--- config.mk ---
export PLATFORM = sky130hd
export DESIGN_NAME = mem_stage
export DESIGN_NICKNAME = d
export VERILOG_FILES = /design/src/rtl/cpu_types_pkg.sv /design/src/rtl/link_reg.sv /design/src/rtl/mem_stage.sv
export SDC_FILE = /design/constraint.sdc
export NUM_CORES = 1
export LEC_CHECK = 0
export CAP_MARGIN = 30
export CORE_AREA = 2 2 154 156
export CTS_BUF_LIST = sky130_fd_sc_hd__clkbuf_8
export CTS_CLUSTER_SIZE = 40
export DETAILED_ROUTE_END_ITERATION = 8
export DIE_AREA = 0 0 156 158
export PLACE_DENSITY_LB_ADDON = 0.25
export SLEW_MARGIN = 20
export SYNTH_ARGS = -nofsm -noshare
export SYNTH_HDL_FRONTEND = slang
export SYNTH_HIERARCHICAL = 1
export SYNTH_SLANG_ARGS = --single-unit
--- constraint.sdc ---
create_clock -name CLK -period 2.85 [get_ports CLK]
set_clock_uncertainty 0.1 [all_clocks]
set_input_delay 0.285 -clock CLK [delete_from_list [all_inputs] [get_ports CLK]]
set_output_delay 0.285 -clock CLK [all_outputs]
set_load 0.05 [all_outputs]
--- src/rtl/cpu_types_pkg.sv ---
// Shared datapath types for the pipelined CPU: word/register types, writeback source select,
// and the memory-stage FSM state.
package cpu_types_pkg;

  typedef logic [31:0] word_t;
  typedef logic [4:0]  regbits_t;

  typedef enum logic [1:0] {
    WRITE_ALU = 2'd0,
    WRITE_RAM = 2'd1,
    WRITE_NPC = 2'd2
  } wdat_source_t;

  typedef enum logic {
    IDLE = 1'b0,
    DONE = 1'b1
  } memstate_t;

  // Reservations are tracked at word granularity
  function automatic logic addr_match(input word_t a, input word_t b);
    return a[31:2] == b[31:2];
  endfunction

endpackage

--- src/rtl/link_reg.sv ---
// Load-linked reservation register; only instantiated by mem_stage when LLSC_EN is defined.
// Holds valid + address, set by a completed LL, cleared by snoop invalidates or local stores.
module link_reg
  import cpu_types_pkg::*;
(
  input  logic  clk,
  input  logic  rst,
  input  logic  set,
  input  word_t set_addr,
  input  logic  store,
  input  word_t store_addr,
  input  logic  inv,
  input  word_t inv_addr,
  input  word_t chk_addr,
  output logic  match
);

  logic  link_valid;
  word_t link_addr;

  always_ff @(posedge clk) begin
    if (rst) begin
      link_valid <= 1'b0;
      link_addr  <= '0;
    end else if (set) begin
      // A snoop hitting the line in the same cycle as the LL leaves no reservation
      link_valid <= !(inv && addr_match(inv_addr, set_addr));
      link_addr  <= set_addr;
    end else if ((store && addr_match(store_addr, link_addr)) ||
                 (inv && addr_match(inv_addr, link_addr))) begin
      link_valid <= 1'b0;
    end
  end

  assign match = link_valid && addr_match(chk_addr, link_addr);

endmodule

--- src/rtl/mem_stage.sv ---
// Memory stage: issues data-cache requests, freezes completed accesses while the pipeline is
// stalled, and owns the MEM/WB register. Optional LL/SC support is enabled by `define LLSC_EN.
module mem_stage
  import cpu_types_pkg::*;
#(
  parameter int unsigned STALL_CNT_W = 16
) (
  input  logic                   CLK,
  input  logic                   nRST,
  input  logic                   mem_valid,
  input  logic                   mem_ren,
  input  logic                   mem_wen,
  input  logic                   mem_ll,
  input  logic                   mem_sc,
  input  logic [31:0]            mem_addr,
  input  logic [31:0]            mem_store,
  input  logic [4:0]             mem_wsel,
  input  logic [1:0]             mem_wdat_source,
  input  logic [31:0]            mem_instr_npc,
  input  logic                   mem_halt,
  input  logic                   mem_advance,
  input  logic                   dhit,
  input  logic [31:0]            dload,
  input  logic                   ccinv,
  input  logic [31:0]            ccsnoopaddr,
  output logic                   dmemREN,
  output logic                   dmemWEN,
  output logic [31:0]            dmemaddr,
  output logic [31:0]            dmemstore,
  output logic                   data_stall,
  output logic [31:0]            dmemload,
  output logic                   wb_valid,
  output logic [4:0]             wb_wsel,
  output logic [1:0]             wb_wdat_source,
  output logic [31:0]            wb_alu_result,
  output logic [31:0]            wb_dmemload,
  output logic [31:0]            wb_instr_npc,
  output logic                   wb_halt,
  output logic [STALL_CNT_W-1:0] stall_cycles
);

  memstate_t state;
  word_t     hold_data;
  logic      hold_sc;
  logic      idle;
  logic      sc_op;
  logic      sc_ok;
  logic      sc_res;
  logic      wr_ok;
  logic      need;
  logic      access_done;

  assign idle  = (state == IDLE);
  assign sc_op = mem_wen & mem_sc;

`ifdef LLSC_EN
  logic link_match;

  link_reg u_link_reg (
    .clk        (CLK),
    .rst        (nRST),
    .set        (access_done & mem_ren & mem_ll),
    .set_addr   (mem_addr),
    .store      (access_done & mem_wen),
    .store_addr (mem_addr),
    .inv        (ccinv),
    .inv_addr   (ccsnoopaddr),
    .chk_addr   (mem_addr),
    .match      (link_match)
  );

  assign sc_ok = link_match;
`else
  logic unused_llsc;

  assign unused_llsc = ^{mem_ll, ccinv, ccsnoopaddr};
  assign sc_ok       = 1'b1;
`endif

  // A failed SC never reaches the cache, so it cannot stall
  assign wr_ok       = mem_wen & (!mem_sc | sc_ok);
  assign need        = mem_valid & (mem_ren | wr_ok);
  assign access_done = need & idle & dhit;

  assign dmemREN    = need & mem_ren & idle;
  assign dmemWEN    = need & wr_ok & idle;
  assign dmemaddr   = mem_addr;
  assign dmemstore  = mem_store;
  assign data_stall = need & idle & !dhit;
  assign dmemload   = idle ? dload : hold_data;

  // The reservation may already be gone once frozen in DONE, so use the captured result
  assign sc_res = idle ? sc_ok : hold_sc;

  always_ff @(posedge CLK) begin
    if (nRST) begin
      state     <= IDLE;
      hold_data <= '0;
      hold_sc   <= 1'b0;
    end else begin
      case (state)
        IDLE: begin
          if (access_done && !mem_advance) begin
            state     <= DONE;
            hold_data <= dload;
            hold_sc   <= sc_ok;
          end
        end
        DONE: begin
          if (mem_advance) begin
            state <= IDLE;
          end
        end
        default: state <= IDLE;
      endcase
    end
  end

  always_ff @(posedge CLK) begin
    if (nRST) begin
      stall_cycles <= '0;
    end else if (data_stall && (stall_cycles != {STALL_CNT_W{1'b1}})) begin
      stall_cycles <= stall_cycles + {{(STALL_CNT_W-1){1'b0}}, 1'b1};
    end
  end

  always_ff @(posedge CLK) begin
    if (nRST) begin
      wb_valid       <= 1'b0;
      wb_wsel        <= '0;
      wb_wdat_source <= '0;
      wb_alu_result  <= '0;
      wb_dmemload    <= '0;
      wb_instr_npc   <= '0;
      wb_halt        <= 1'b0;
    end else if (data_stall) begin
      wb_valid <= 1'b0;
      wb_wsel  <= '0;
    end else if (mem_advance) begin
      wb_valid       <= mem_valid;
      wb_wsel        <= mem_wsel;
      wb_wdat_source <= sc_op ? WRITE_ALU : mem_wdat_source;
      wb_alu_result  <= sc_op ? {31'b0, sc_res} : mem_addr;
      wb_dmemload    <= dmemload;
      wb_instr_npc   <= mem_instr_npc;
      wb_halt        <= mem_halt;
    end
  end

endmodule

; After elaboration in Yosys (flattened, before gate mapping)
; Index checks and enable logic that the tools add are counted.
[totals]
register_bits = 155
romBits = 0
latch_bits = 0
mem_bits_rw = 0
n_memories = 0
output_inout_bits = 220
[op_classes]
n_div = 0
add_sub_neg = 1
bitwise = 12
n_reduce_logical = 7
n_shift = 0
n_mux = 7
n_mul = 0
n_eq_ne = 1
n_lt_le_gt_ge = 0
[ops]
columns = cell, n
row1 = two-way mux 32 bit, 2
row2 = adder 16 x 1 -> 16 bit (second input constant), 1
row3 = inequality test 16 bit (second input constant), 1
row4 = bitwise AND 1 bit, 9
row5 = AND reduction 2 bit, 2
row6 = two-way mux 1 bit, 3
row7 = logical AND 1 bit, 2
row8 = zero test 1 bit, 2
row9 = two-way mux 2 bit, 1
row10 = NOT 1 bit, 2
row11 = one-hot mux 1 bit (2 select lines), 1
row12 = OR reduction 2 bit, 1
row13 = bitwise OR 1 bit, 1

; Logic depth before layout (Yosys ltp)
[depth]
depth_word = 7
depth_mapped = 8
mapped_depth_nobuf = 5

; Least setup slack after synthesis
; OpenSTA, ideal clock, no wires.
[synth_path]
kind = register -> register
from = register stall_cycles[0]
to = register stall_cycles[13]
n_path_buf = 0
path_stages_with_launch = 6
setup_slack_ns = 0.559
arrival_time_ns = 2.071
cell_sequence = dfxtp_1 -> ha_1 -> nand2_1 -> o311ai_0 -> nor3_1 -> mux2_2
[synth_between]
elab_chain_len = 2
elab_cells_between_ends = 3
cone_classes = 1 x add/sub / 1 x eq/ne / 1 x reduce/logical
[synth_lines]
columns = element, line
row1 = "start, declared", mem_stage.sv:39  ; output logic [STALL_CNT_W-1:0] stall_cycles
row2 = "start signal, assigned", mem_stage.sv:123  ; stall_cycles <= stall_cycles + {{(STALL_CNT_W-1){1'b0}}, 1'b1};
row3 = "parallel branches: the longest is 2 deep, another holds adder 16 x 1 -> 16 bit", -
; Several ways; the timed one is not identified.
; A chain may end at the register's enable or synchronous reset.

; Worst setup path in the final report
[layout_path]
from = register state
to = output port dmemload[14]
[layout_between]
elab_chain_len = 1
[layout_lines]
columns = element, line
row1 = "start, declared", mem_stage.sv:42  ; memstate_t state;
row2 = "start signal, assigned", mem_stage.sv:97  ; state <= IDLE;
row3 = "start signal, assigned", mem_stage.sv:104  ; state <= DONE;
row4 = "start signal, assigned", mem_stage.sv:111  ; state <= IDLE;
row5 = two-way mux 32 bit, mem_stage.sv:90  ; assign dmemload = idle ? dload : hold_data;
row6 = "end, declared", mem_stage.sv:31  ; output logic [31:0] dmemload,
; No other way between the ends.

==> metrics <==
Main synth FF type=dfxtp_1; hpwl dp=approximately 15,000 um; unrepaired setup endpoints after global routing=false; Port Buffer Count=299; status=finished, final reports clean; Die Footprint=approximately 0.025 mm2; Die Y-Extent=between 150 and 200 um; largest net degree at the start of global routing=between 70 and 80; Inserted Clock Buffers=17; P&R area growth vs syn=51.3%; hold worst-path end=stall_cycles[15]; Sw Ratio=0.322; Synth area leaders=dfxtp_1 (47%), nand2_1 (14%), a21oi_1 (11%), buf_4 (7.3%), mux2_2 (5.8%); vias=6,219; Synth top area share=0.473; Synth Area in XOR/XNOR=0; reg2reg path depth=5; vias per cell=about 4.7; final hold violations=0; vias in the first global route=6,017; sequential fraction of design power=0.424; initial core utilization=0.285; antenna violations before repair=0; Syn Area/Cell=about 8 um2; Ports=between 300 and 400; clock share of power=0.335; synthesized instance count=810; DR pass1 iterations=4; GP Congestion=~0.79; Post-DRT Antenna Nets=0; Gate power share=0.242; kind of critical path=reg -> out; simple-gate share of the synthesized area=0.213; core area=0.0231 mm2; cell internal pwr=~3700 uW; die width=around 160 um; largest family of logic cells by synthesized area=simple AND/OR/NAND/NOR gates; H-tree depth=4; P_sw=around 1800 uW; Site Rows=56; Synth Area in Compound Gates=0.134; CP arrival=2.22 ns; YS warnings=6; Netlist Area Pre-Place=about 0.0066 mm2; final wirelength=about 21,000 um; sequential share of the synthesized area=0.473; Max VDD drop=between 0.0003 and 0.0004 V; CTS tree=yes; multiplexer area fraction after synthesis=0.0690; postcts setup bufs=0; CP cell instances=buf_4, mux2_2, clkdlybuf4s50_1; Yosys reg bits=155; dpl cells=1,300; Worst-path clk slew=~0.090 ns; Pins Over Slew Limit=0; max_slew headroom=0.444; drt drc=0; diode count=0; initial DRC count=283; crit-path max cell delay=approximately 0.70 ns; Tmin final=around 2.6 ns; fin nets=~1,200; Syn Nets=989; min-delay src=nRST; Synth Area in Adders=0.00191; cell taking the most area after synthesis=dfxtp_1; Clock Sinks=~160; Routed wire per std cell=about 16 um; Final setup viols=0; worst reg2reg path startpoint=stall_cycles[0]; pwr/cell area=around 550 mW/mm2; Synth cell types=41; max cap viols=0; Hold Path Class=in -> reg; FF-to-FF setup slack=0.57 ns; CTS root buf=clkbuf_8; gr usage total=0.164; period utilisation layout=0.915; clk buf depth=2; non-filler cells in the finished layout=about 1,300; asr flop ratio synth=0; layout cells sized above 1=0.0902; crit-path max FO=11; hold depth=2; CP Capture Type=output port; Lkg Pwr=roughly 0.0036 uW; grt total ovfl=0; first-pass GRT wire length=roughly 32,000 um; CP Launch Type=flip-flop; Worst path slowest cell=clkdlybuf4s50_1; worst reg2reg endpoint=stall_cycles[6]; measured slew at the worst slew-check pin=0.826 ns; fmax=between 0.3 and 0.4 GHz; EDFF count, synth=0; Post-Route Setup TNS=0 ns; CP Data Required Time=between 2 and 2.5 ns; Clock Latency Late Sink=between 0.4 and 0.5 ns
[sequential cells by signal, summed over array words and instances (netlist names)]
register,count
hold_data,32
wb_alu_result,32
wb_dmemload,32
wb_instr_npc,32
stall_cycles,16
wb_wsel,5
wb_wdat_source,2
hold_sc,1
state,1
wb_halt,1
wb_valid,1
[Yosys cell counts, types with 2 or more instances]
cell type and n:
mux2_2 34, a21oi_1 143, nor3_1 10, dfxtp_1 155, buf_6 2, nor4_1 2
o21ai_0 3, nand2b_1 2, nor2b_1 2, a311oi_1 2, o31ai_1 6, mux2i_1 7
nand2_1 238, or3_1 6, nand3_1 35, clkbuf_1 47, nor2_1 11, and4_1 2
buf_4 64, a31oi_1 2, and2_1 2, inv_1 3, nand4_1 5, or4_1 6
buf_2 5
[cell type report]
cell class | instances | area, um2
Clock buffer | 20 | 275
Clock inverter | 12 | 161
Fill cell | 2290 | 13100
Inverter | 4 | 15.0
Multi-Input combinational cell | 533 | 2760
Sequential cell | 155 | 3110
Tap cell | 290 | 363
Timing Repair Buffer | 318 | 3250
[worst max-delay path by stage]
stage,startpoint,depth (start not counted),end
floorplan,stall_cycles[0],5,stall_cycles[13]
global placement,mem_valid,5,stall_cycles[6]
detailed placement,mem_valid,5,stall_cycles[6]
CTS,state,3,dmemload[12]
global route,state,3,dmemload[8]
finish,state,3,dmemload[14]
[logic make-up after synthesis]
group,after synthesis
flops,155
fa+ha+maj,1
simple gates,327
compound gates,164
buf+inv,122
mux,41
[power by group through the flow]
| stage | logic [uW] | registers [uW] | clock network [uW] |
|---|---|---|---|
| floorplan | 627 | 2660 | 0 |
| global placement | 1330 | 2360 | 0 |
| detailed placement | 1330 | 2370 | 0 |
| CTS | 1330 | 2320 | 1920 |
| global route | 1390 | 2330 | 2010 |
| finish | 1320 | 2310 | 1830 |
[per-layer routing]
metal  GRT usage  vias to the layer above  part of all wire
li1            -                     3100                 -
met1       0.195                     2879              0.43
met2       0.270                      215              0.47
met3      0.0676                       25             0.086
met4      0.0542                        0             0.016
met5           0                        -                 0
[metrics by stage]
stage | setup slack (ns) | hold slack, ns | power, uW | cell area [um2] | utilization
after CTS | 0.0193 | 0.0192 | 5570 | 9910 | 0.430
after global placement | 0.377 | 0.338 | 3690 | 9480 | 0.411
after detailed placement | 0.333 | 0.344 | 3700 | 9480 | 0.411
after floorplan | 0.559 | 0.321 | 3290 | 6570 | -
after global routing | 0.124 | 0.00894 | 5730 | 9930 | 0.431
final | 0.243 | 0.0632 | 5460 | 9930 | 0.431
[placed cells by master, fill, tap and decap left out, types with 3 or more instances in the layout]
| cell type | instances |
|---|---|
| o21ai_0 | 3 |
| buf_12 | 9 |
| mux2_2 | 34 |
| dlymetal6s2s_1 | 6 |
| inv_1 | 4 |
| clkbuf_8 | 20 |
| nand2_1 | 238 |
| or4_1 | 6 |
| mux2i_1 | 7 |
| bufinv_16 | 3 |
| nor2_1 | 11 |
| a21oi_1 | 143 |
| nor3_1 | 9 |
| dfxtp_1 | 154 |
| nand3_1 | 35 |
| nand4_1 | 5 |
| buf_4 | 14 |
| o31ai_1 | 6 |
| or3_1 | 6 |
| clkdlybuf4s50_1 | 289 |
| clkinvlp_4 | 3 |
[repair_timing]
action                                  in CTS  in global routing
gates resized for setup                      0                  7
endpoints found under the setup margin       0                  9
hold buffers                                 0                  0
[worst max-delay path: cells and delay by family (launching register included)]
kind                   cells  cell delay (ns)
flip-flops                 1             0.48
multiplexers               1             0.36
buffers and inverters      2             0.94
(Power assumes the default switching activity.)
